## src/rtl/htpa_spi_pkg.sv

```systemverilog
// Shared definitions for the HTPA SPI frame sequencer.
//   - EEPROM opcode constants used to size the transmit phase
//   - target select encoding for the tgt input
//   - frame FSM state type
package htpa_spi_pkg;

  localparam logic [7:0] OP_WREN  = 8'h06;
  localparam logic [7:0] OP_WRDI  = 8'h04;
  localparam logic [7:0] OP_RDSR  = 8'h05;
  localparam logic [7:0] OP_READ  = 8'h03;
  localparam logic [7:0] OP_WRITE = 8'h02;

  localparam logic TGT_MTX = 1'b0;
  localparam logic TGT_EEP = 1'b1;

  typedef enum logic [2:0] {
    ST_IDLE,
    ST_SETUP,
    ST_SHIFT,
    ST_HOLD,
    ST_DONE
  } seq_state_e;

endpackage

```

## src/rtl/htpa_spi_clkgen.sv

```systemverilog
// SCLK generator: half-period counter producing a mode-0 clock.
//   clk, rst_n : system clock, synchronous active-low reset
//   en         : run; when low the counter and sclk are held at 0
//   sclk       : SPI clock, idle low
//   rise/fall  : one-cycle strobes, high in the cycle whose closing edge
//                drives sclk high / low
module htpa_spi_clkgen #(
  parameter int CLK_DIV = 4
) (
  input  logic clk,
  input  logic rst_n,
  input  logic en,
  output logic sclk,
  output logic rise,
  output logic fall
);

  localparam int DW = (CLK_DIV > 1) ? $clog2(CLK_DIV) : 1;

  logic [DW-1:0] cnt;
  logic          tick;

  assign tick = en && (cnt == DW'(CLK_DIV - 1));
  assign rise = tick && !sclk;
  assign fall = tick && sclk;

  always_ff @(posedge clk) begin
    if (!rst_n || !en) begin
      cnt  <= '0;
      sclk <= 1'b0;
    end else if (tick) begin
      cnt  <= '0;
      sclk <= ~sclk;
    end else begin
      cnt  <= cnt + 1'b1;
    end
  end

endmodule

```

## src/rtl/htpa_spi_frame_seq.sv

```systemverilog
// Self-timed SPI frame engine for the HTPA thermopile matrix and its
// configuration EEPROM. Serialises opcode/address/data MSB-first, drops
// MOSI once the transmit bits are exhausted, and captures the read phase
// from MISO into a right-aligned parallel word.
//
// Ports
//   clk, rst_n          system clock, synchronous active-low reset
//   start               frame request, taken only in IDLE
//   tgt, rd             target (0 matrix, 1 EEPROM) and read/write
//   opcode/addr/wdata   transmit fields, latched at start
//   rx_len              read bits after the transmit phase (clamped)
//   busy, done          frame in progress / one-cycle end pulse
//   sclk, cs_mtx_n, cs_eep_n, mosi, stop_mosi, miso   SPI pins
//   rx_data             captured read bits
//
// Build option: define HTPA_MOSI_IDLE_HIGH_EN to park MOSI high in IDLE
// and after the transmit phase (EEPROMs wanting an idle-high SI line).
module htpa_spi_frame_seq
  import htpa_spi_pkg::*;
#(
  parameter int CLK_DIV   = 4,
  parameter int EEP_ADR_W = 16,
  parameter int EEP_DAT_W = 16,
  parameter int MTX_WR_W  = 8,
  parameter int RX_MAX    = 32,
  parameter int CNT_W     = 7
) (
  input  logic                 clk,
  input  logic                 rst_n,
  input  logic                 start,
  input  logic                 tgt,
  input  logic                 rd,
  input  logic [7:0]           opcode,
  input  logic [EEP_ADR_W-1:0] addr,
  input  logic [EEP_DAT_W-1:0] wdata,
  input  logic [CNT_W-1:0]     rx_len,
  output logic                 busy,
  output logic                 done,
  output logic                 sclk,
  output logic                 cs_mtx_n,
  output logic                 cs_eep_n,
  output logic                 mosi,
  output logic                 stop_mosi,
  input  logic                 miso,
  output logic [RX_MAX-1:0]    rx_data
);

  localparam int TX_W = 8 + EEP_ADR_W + EEP_DAT_W;
  // tmr spans 0..CLK_DIV+1 (HOLD is the longest timed state)
  localparam int TW   = $clog2(CLK_DIV + 2);

`ifdef HTPA_MOSI_IDLE_HIGH_EN
  localparam logic MOSI_IDLE = 1'b1;
`else
  localparam logic MOSI_IDLE = 1'b0;
`endif

  seq_state_e        state, state_n;
  logic [TW-1:0]     tmr;
  logic [CNT_W-1:0]  bit_cnt, tx_len_q, total_q;
  logic [CNT_W-1:0]  tx_len_c, rx_len_c;
  logic [TX_W-1:0]   sr, load_c;
  logic              sck_rise, sck_fall;

  htpa_spi_clkgen #(.CLK_DIV(CLK_DIV)) u_clkgen (
    .clk   (clk),
    .rst_n (rst_n),
    .en    (state == ST_SHIFT),
    .sclk  (sclk),
    .rise  (sck_rise),
    .fall  (sck_fall)
  );

  // Frame sizing and transmit word, evaluated from the live inputs and
  // latched only on an accepted start.
  always_comb begin
    tx_len_c = CNT_W'(8);
    if (tgt == TGT_EEP) begin
      if (rd)
        tx_len_c = (opcode == OP_RDSR) ? CNT_W'(8) : CNT_W'(8 + EEP_ADR_W);
      else if (opcode == OP_WREN || opcode == OP_WRDI || opcode == OP_RDSR)
        tx_len_c = CNT_W'(8);
      else
        tx_len_c = CNT_W'(8 + EEP_ADR_W + EEP_DAT_W);
    end else if (!rd) begin
      tx_len_c = CNT_W'(8 + MTX_WR_W);
    end

    rx_len_c = '0;
    if (rd)
      rx_len_c = (rx_len > CNT_W'(RX_MAX)) ? CNT_W'(RX_MAX) : rx_len;

    load_c = {opcode, addr, wdata};
    if (tgt == TGT_MTX) begin
      load_c = '0;
      load_c[TX_W-1 -: 8+MTX_WR_W] = {opcode, wdata[MTX_WR_W-1:0]};
    end
  end

  always_ff @(posedge clk) begin
    if (!rst_n) state <= ST_IDLE;
    else        state <= state_n;
  end

  // SHIFT ends on the falling edge that closes bit total-1 (bit_cnt has
  // already been advanced to total by the preceding rising edge).
  // HOLD runs CLK_DIV cycles with CS low, then two CS-high guard cycles.
  always_comb begin
    state_n = state;
    case (state)
      ST_IDLE:  if (start) state_n = ST_SETUP;
      ST_SETUP: if (tmr == TW'(CLK_DIV - 1)) state_n = ST_SHIFT;
      ST_SHIFT: if (sck_fall && bit_cnt == total_q) state_n = ST_HOLD;
      ST_HOLD:  if (tmr == TW'(CLK_DIV + 1)) state_n = ST_DONE;
      ST_DONE:  state_n = ST_IDLE;
      default:  state_n = ST_IDLE;
    endcase
  end

  always_ff @(posedge clk) begin
    if (!rst_n || state_n != state || !(state == ST_SETUP || state == ST_HOLD))
      tmr <= '0;
    else
      tmr <= tmr + 1'b1;
  end

  assign busy = (state == ST_SETUP) || (state == ST_SHIFT) || (state == ST_HOLD);
  assign done = (state == ST_DONE);

  always_ff @(posedge clk) begin
    if (!rst_n) begin
      cs_mtx_n  <= 1'b1;
      cs_eep_n  <= 1'b1;
      mosi      <= MOSI_IDLE;
      stop_mosi <= 1'b0;
      rx_data   <= '0;
      bit_cnt   <= '0;
      tx_len_q  <= '0;
      total_q   <= '0;
      sr        <= '0;
    end else begin
      case (state)
        ST_IDLE: if (start) begin
          tx_len_q  <= tx_len_c;
          total_q   <= tx_len_c + rx_len_c;
          sr        <= load_c;
          mosi      <= load_c[TX_W-1];
          bit_cnt   <= '0;
          rx_data   <= '0;
          stop_mosi <= 1'b0;
          cs_mtx_n  <= (tgt != TGT_MTX);
          cs_eep_n  <= (tgt != TGT_EEP);
        end
        ST_SHIFT: begin
          if (sck_rise) begin
            bit_cnt <= bit_cnt + 1'b1;
            if (bit_cnt >= tx_len_q)
              rx_data <= {rx_data[RX_MAX-2:0], miso};
          end
          if (sck_fall) begin
            if (bit_cnt == tx_len_q || stop_mosi) begin
              stop_mosi <= 1'b1;
              mosi      <= MOSI_IDLE;
            end else begin
              sr   <= sr << 1;
              mosi <= sr[TX_W-2];
            end
          end
        end
        ST_HOLD: if (tmr == TW'(CLK_DIV - 1)) begin
          cs_mtx_n <= 1'b1;
          cs_eep_n <= 1'b1;
        end
        ST_DONE: begin
          stop_mosi <= 1'b0;
          mosi      <= MOSI_IDLE;
        end
        default: ;
      endcase
    end
  end

endmodule
```

## config.mk

```make
export PLATFORM = sky130hd
export DESIGN_NAME = htpa_spi_frame_seq
export DESIGN_NICKNAME = d
export VERILOG_FILES = /design/src/rtl/htpa_spi_pkg.sv /design/src/rtl/htpa_spi_clkgen.sv /design/src/rtl/htpa_spi_frame_seq.sv
export SDC_FILE = /design/constraint.sdc
export NUM_CORES = 1
export LEC_CHECK = 0
export CAP_MARGIN = 20
export CORE_MARGIN = 3
export CORE_UTILIZATION = 48
export DETAILED_ROUTE_END_ITERATION = 10
export HOLD_SLACK_MARGIN = 0.06
export PLACE_DENSITY = 0.78
export SYNTH_ARGS = -nofsm -noshare
export SYNTH_HDL_FRONTEND = slang
export SYNTH_SLANG_ARGS = --single-unit
```

## constraint.sdc

```tcl
create_clock -name clk -period 2 [get_ports clk]
set_clock_uncertainty 0.15 [all_clocks]
set_input_delay 0.2 -clock clk [delete_from_list [all_inputs] [get_ports clk]]
set_output_delay 0.2 -clock clk [all_outputs]
set_load 0.005 [all_outputs]
```

==> impl_metrics.csv <==
group,metric,value,unit
pwr,power_frac_comb,17.6,%
sta,max_slew_margin,72.3,%
layout,final_common_cell,"nand2_1",
status,failed_checks,"negative setup slack",
clock_network,clkTransAtPathRegs,0.11,ns
die,initial_core_util,49.8,%
pwr,p_clk_share,31.1,%
grt,grt_pass1_vias,4411,
pwr,leakage,0.00287,uW
layout,final_util,67.3,%
pwr,p_per_area,591,mW/mm2
flow_run,cap_viol_max_count,0,
synthesis,synth-seq-cells,101,
worst_hold_path,min_path_type,"in -> reg",
detailed_routing,drc,0,
grt,grt_pass1_wl,20600,um
detailed_routing,vias_per_cell,5.32,
layout,final_cell_mix,"nand2_1 (103), dfxtp_1 (97), clkdlybuf4s50_1 (85), mux2i_1 (77), buf_4 (56)",
die,ioPinCount,92,
detailed_routing,vias,4561,
pwr,p_int,2970,uW
critical_path,critPathKind,"reg -> reg",
grt,gr-total-overflow,0,
placement,hpwlAfterDp,8630,um
die,core_area,0.0104,mm2
sta,tightest_slew,0.414,ns
clock_network,cts-root-buf,"clkbuf_8",
synthesis,syn_area,0.00518,mm2
synthesis,synth.distinct_cells,56,
sta,fin_crit_sh,102,%
layout,num_antenna_cells,0,
die,die-area,0.0121,mm2
clock_network,clock-sinks,101,
grt,track_usage,21.2,%
clock_network,clk_latency,0.38,ns
clock_network,cts_tree,"done",
detailed_routing,drtAntennaViolNets,0,
sta,fmax,0.492,GHz
layout,area_delta_synth_final,35.3,%
critical_path,start_kind,"register",
synthesis,avgSynthCellArea,8.70,um2
critical_path,crit_fanout,19,
placement,globalplace.congestion,0.855,
synthesis,synthFlopType,"dfxtp_1",
synthesis,synthCells,596,
status,status,"complete, but fails checks",
sta,rsz0062_at_grt,"yes",
detailed_routing,drtPass1Iterations,4,
grt,antenna_found_initial,0,
layout,drive_above_1_share,15.7,%
critical_path,cp.arrival,2.15,ns
critical_path,cp.required,2.11,ns
grt,grt_max_degree,66,
sta,period_needed,2.03,ns
clock_network,cts_buffer_depth,2,
die,die-height,110,um
detailed_routing,drt_iter0_markers,226,
layout,finalNetCount,782,
placement,portBuffers,91,
sta,layout_setup_ws,-0.0320,ns
clock_network,cts_buffers,9,
critical_path,critPathCaptureType,"register",
die,dieWidth,110,um
clock_network,htreeDepth,3,
sta,setup_tns,-0.391,ns
pwr,switching_power,1170,uW
die,rows,37,
pwr,peakVddDrop,0.327,mV
sta,setup_viol,19,
synthesis,synth_edf_count,0,
synthesis,seq_area_frac_synth,39.0,%
pwr,switching_share,28.3,%
synthesis,yosysWarnings,0,
sta,final-hold-violation-count,0,
synthesis,synthArstFlopShare,0,%
sta,finalMaxSlewViolations,0,
pwr,power_frac_seq,51.3,%
detailed_routing,wl_per_cell,15.2,um
synthesis,synth.net_count,661,
layout,final_cells,858,
placement,place_inst,824,
detailed_routing,wl,13100,um
-- repair_timing --
item,4_1_cts,5_1_grt
gates cloned,3,1
pin swaps,6,7
buffers inserted,9,5
endpoints found under the hold margin,9,0
hold buffers,1,0
gates resized for setup,23,14
endpoints found under the setup margin,76,85
-- registers in the layout, summed over array words and instances (netlist names) --
| name | cells |
|---|---|
| sr | 39 |
| rx_data | 32 |
| bit_cnt | 7 |
| total_q | 7 |
| state | 3 |
| tmr | 3 |
| tx_len_q | 3 |
| u_clkgen.cnt | 2 |
| cs_eep_n | 1 |
| cs_mtx_n | 1 |
| mosi | 1 |
| stop_mosi | 1 |
| u_clkgen.sclk | 1 |
-- power groups by stage --
stage	combinational (uW)	sequential [uW]	clock (uW)
after floorplan	388	2160	0
after global placement	609	2170	0
after detailed placement	628	2170	0
after CTS	691	2120	1320
after global routing	790	2130	1400
final	729	2130	1290
-- worst max-delay path, stage by stage (launching register included) --
cell,delay (ns)
dfxtp_2,0.35
inv_2,0.05
ha_4,0.24
nand4bb_4,0.10
buf_6,0.10
o21bai_1,0.06
a2111o_2,0.49
clkbuf_16,0.23
mux2i_1,0.14
-- final cells by class --
class,count,area [um2]
fill,858,3410
multi-input combinational,437,3030
sequential,101,2030
timing repair buffer,158,1550
tap,136,170
clock buffer,9,124
clock inverter,7,66.3
inverter,10,37.5
-- synth_stat cells (all sizes together) (8+ instances only) --
| master | count | share of area [%] |
|---|---|---|
| dfxtp | 101 | 39 |
| buf | 20 | 2.2 |
| o21ai | 31 | 3.0 |
| clkbuf | 28 | 2.0 |
| o211ai | 9 | 1.3 |
| nand3 | 38 | 3.7 |
| nor2b | 8 | 0.97 |
| nor2 | 19 | 1.4 |
| nand2 | 104 | 7.5 |
| inv | 10 | 0.72 |
| and3 | 24 | 2.9 |
| ha | 11 | 2.7 |
| mux2i | 79 | 15 |
| xnor2 | 12 | 2.0 |
| and2 | 29 | 3.5 |
-- final timing paths --
path | startpoint | end | slack [ns] | cells after the start
setup / recovery | bit_cnt[3] | sr[31] | -0.03 | 8
hold / removal | opcode[2] | sr[34] | 0.10 | 4
setup reg to reg | bit_cnt[3] | sr[31] | -0.03 | 8
hold reg to reg | u_clkgen.cnt[0] | u_clkgen.cnt[0] | 0.30 | 1
-- layer usage --
metal  GRT usage (%)  part of all wire (%)  vias up
li1                -                     -     2296
met1            26.7                    43     2136
met2            36.4                    50      103
met3            4.46                   4.6       26
met4            6.23                   2.1        0
met5               0                     0        -
-- stage by stage --
stage	hold WS (ns)	total power [uW]	instance area [um2]	setup WS [ns]
floorplan	0.204	2540	5200	0.00775
global placement	0.264	2770	6470	-0.608
detailed placement	0.273	2800	6470	-0.655
CTS	0.240	4140	6890	-0.0830
global route	0.152	4330	7010	-0.0961
finish	0.105	4140	7010	-0.0320
-- cells by family (layout without fill, tap and decap cells) --
kind of cell    Yosys count  in the layout  share of synthesized area (%)
buf+inv                  58            184                           4.95
simple gates            248            248                           23.9
compound gates           75             75                           9.56
xor+xnor                 16             16                           2.70
mux                      86             86                           16.8
fa+ha+maj                12             12                           3.04
flops                   101            101                           39.0
No activity file was read; power rests on OpenSTA's default activity.
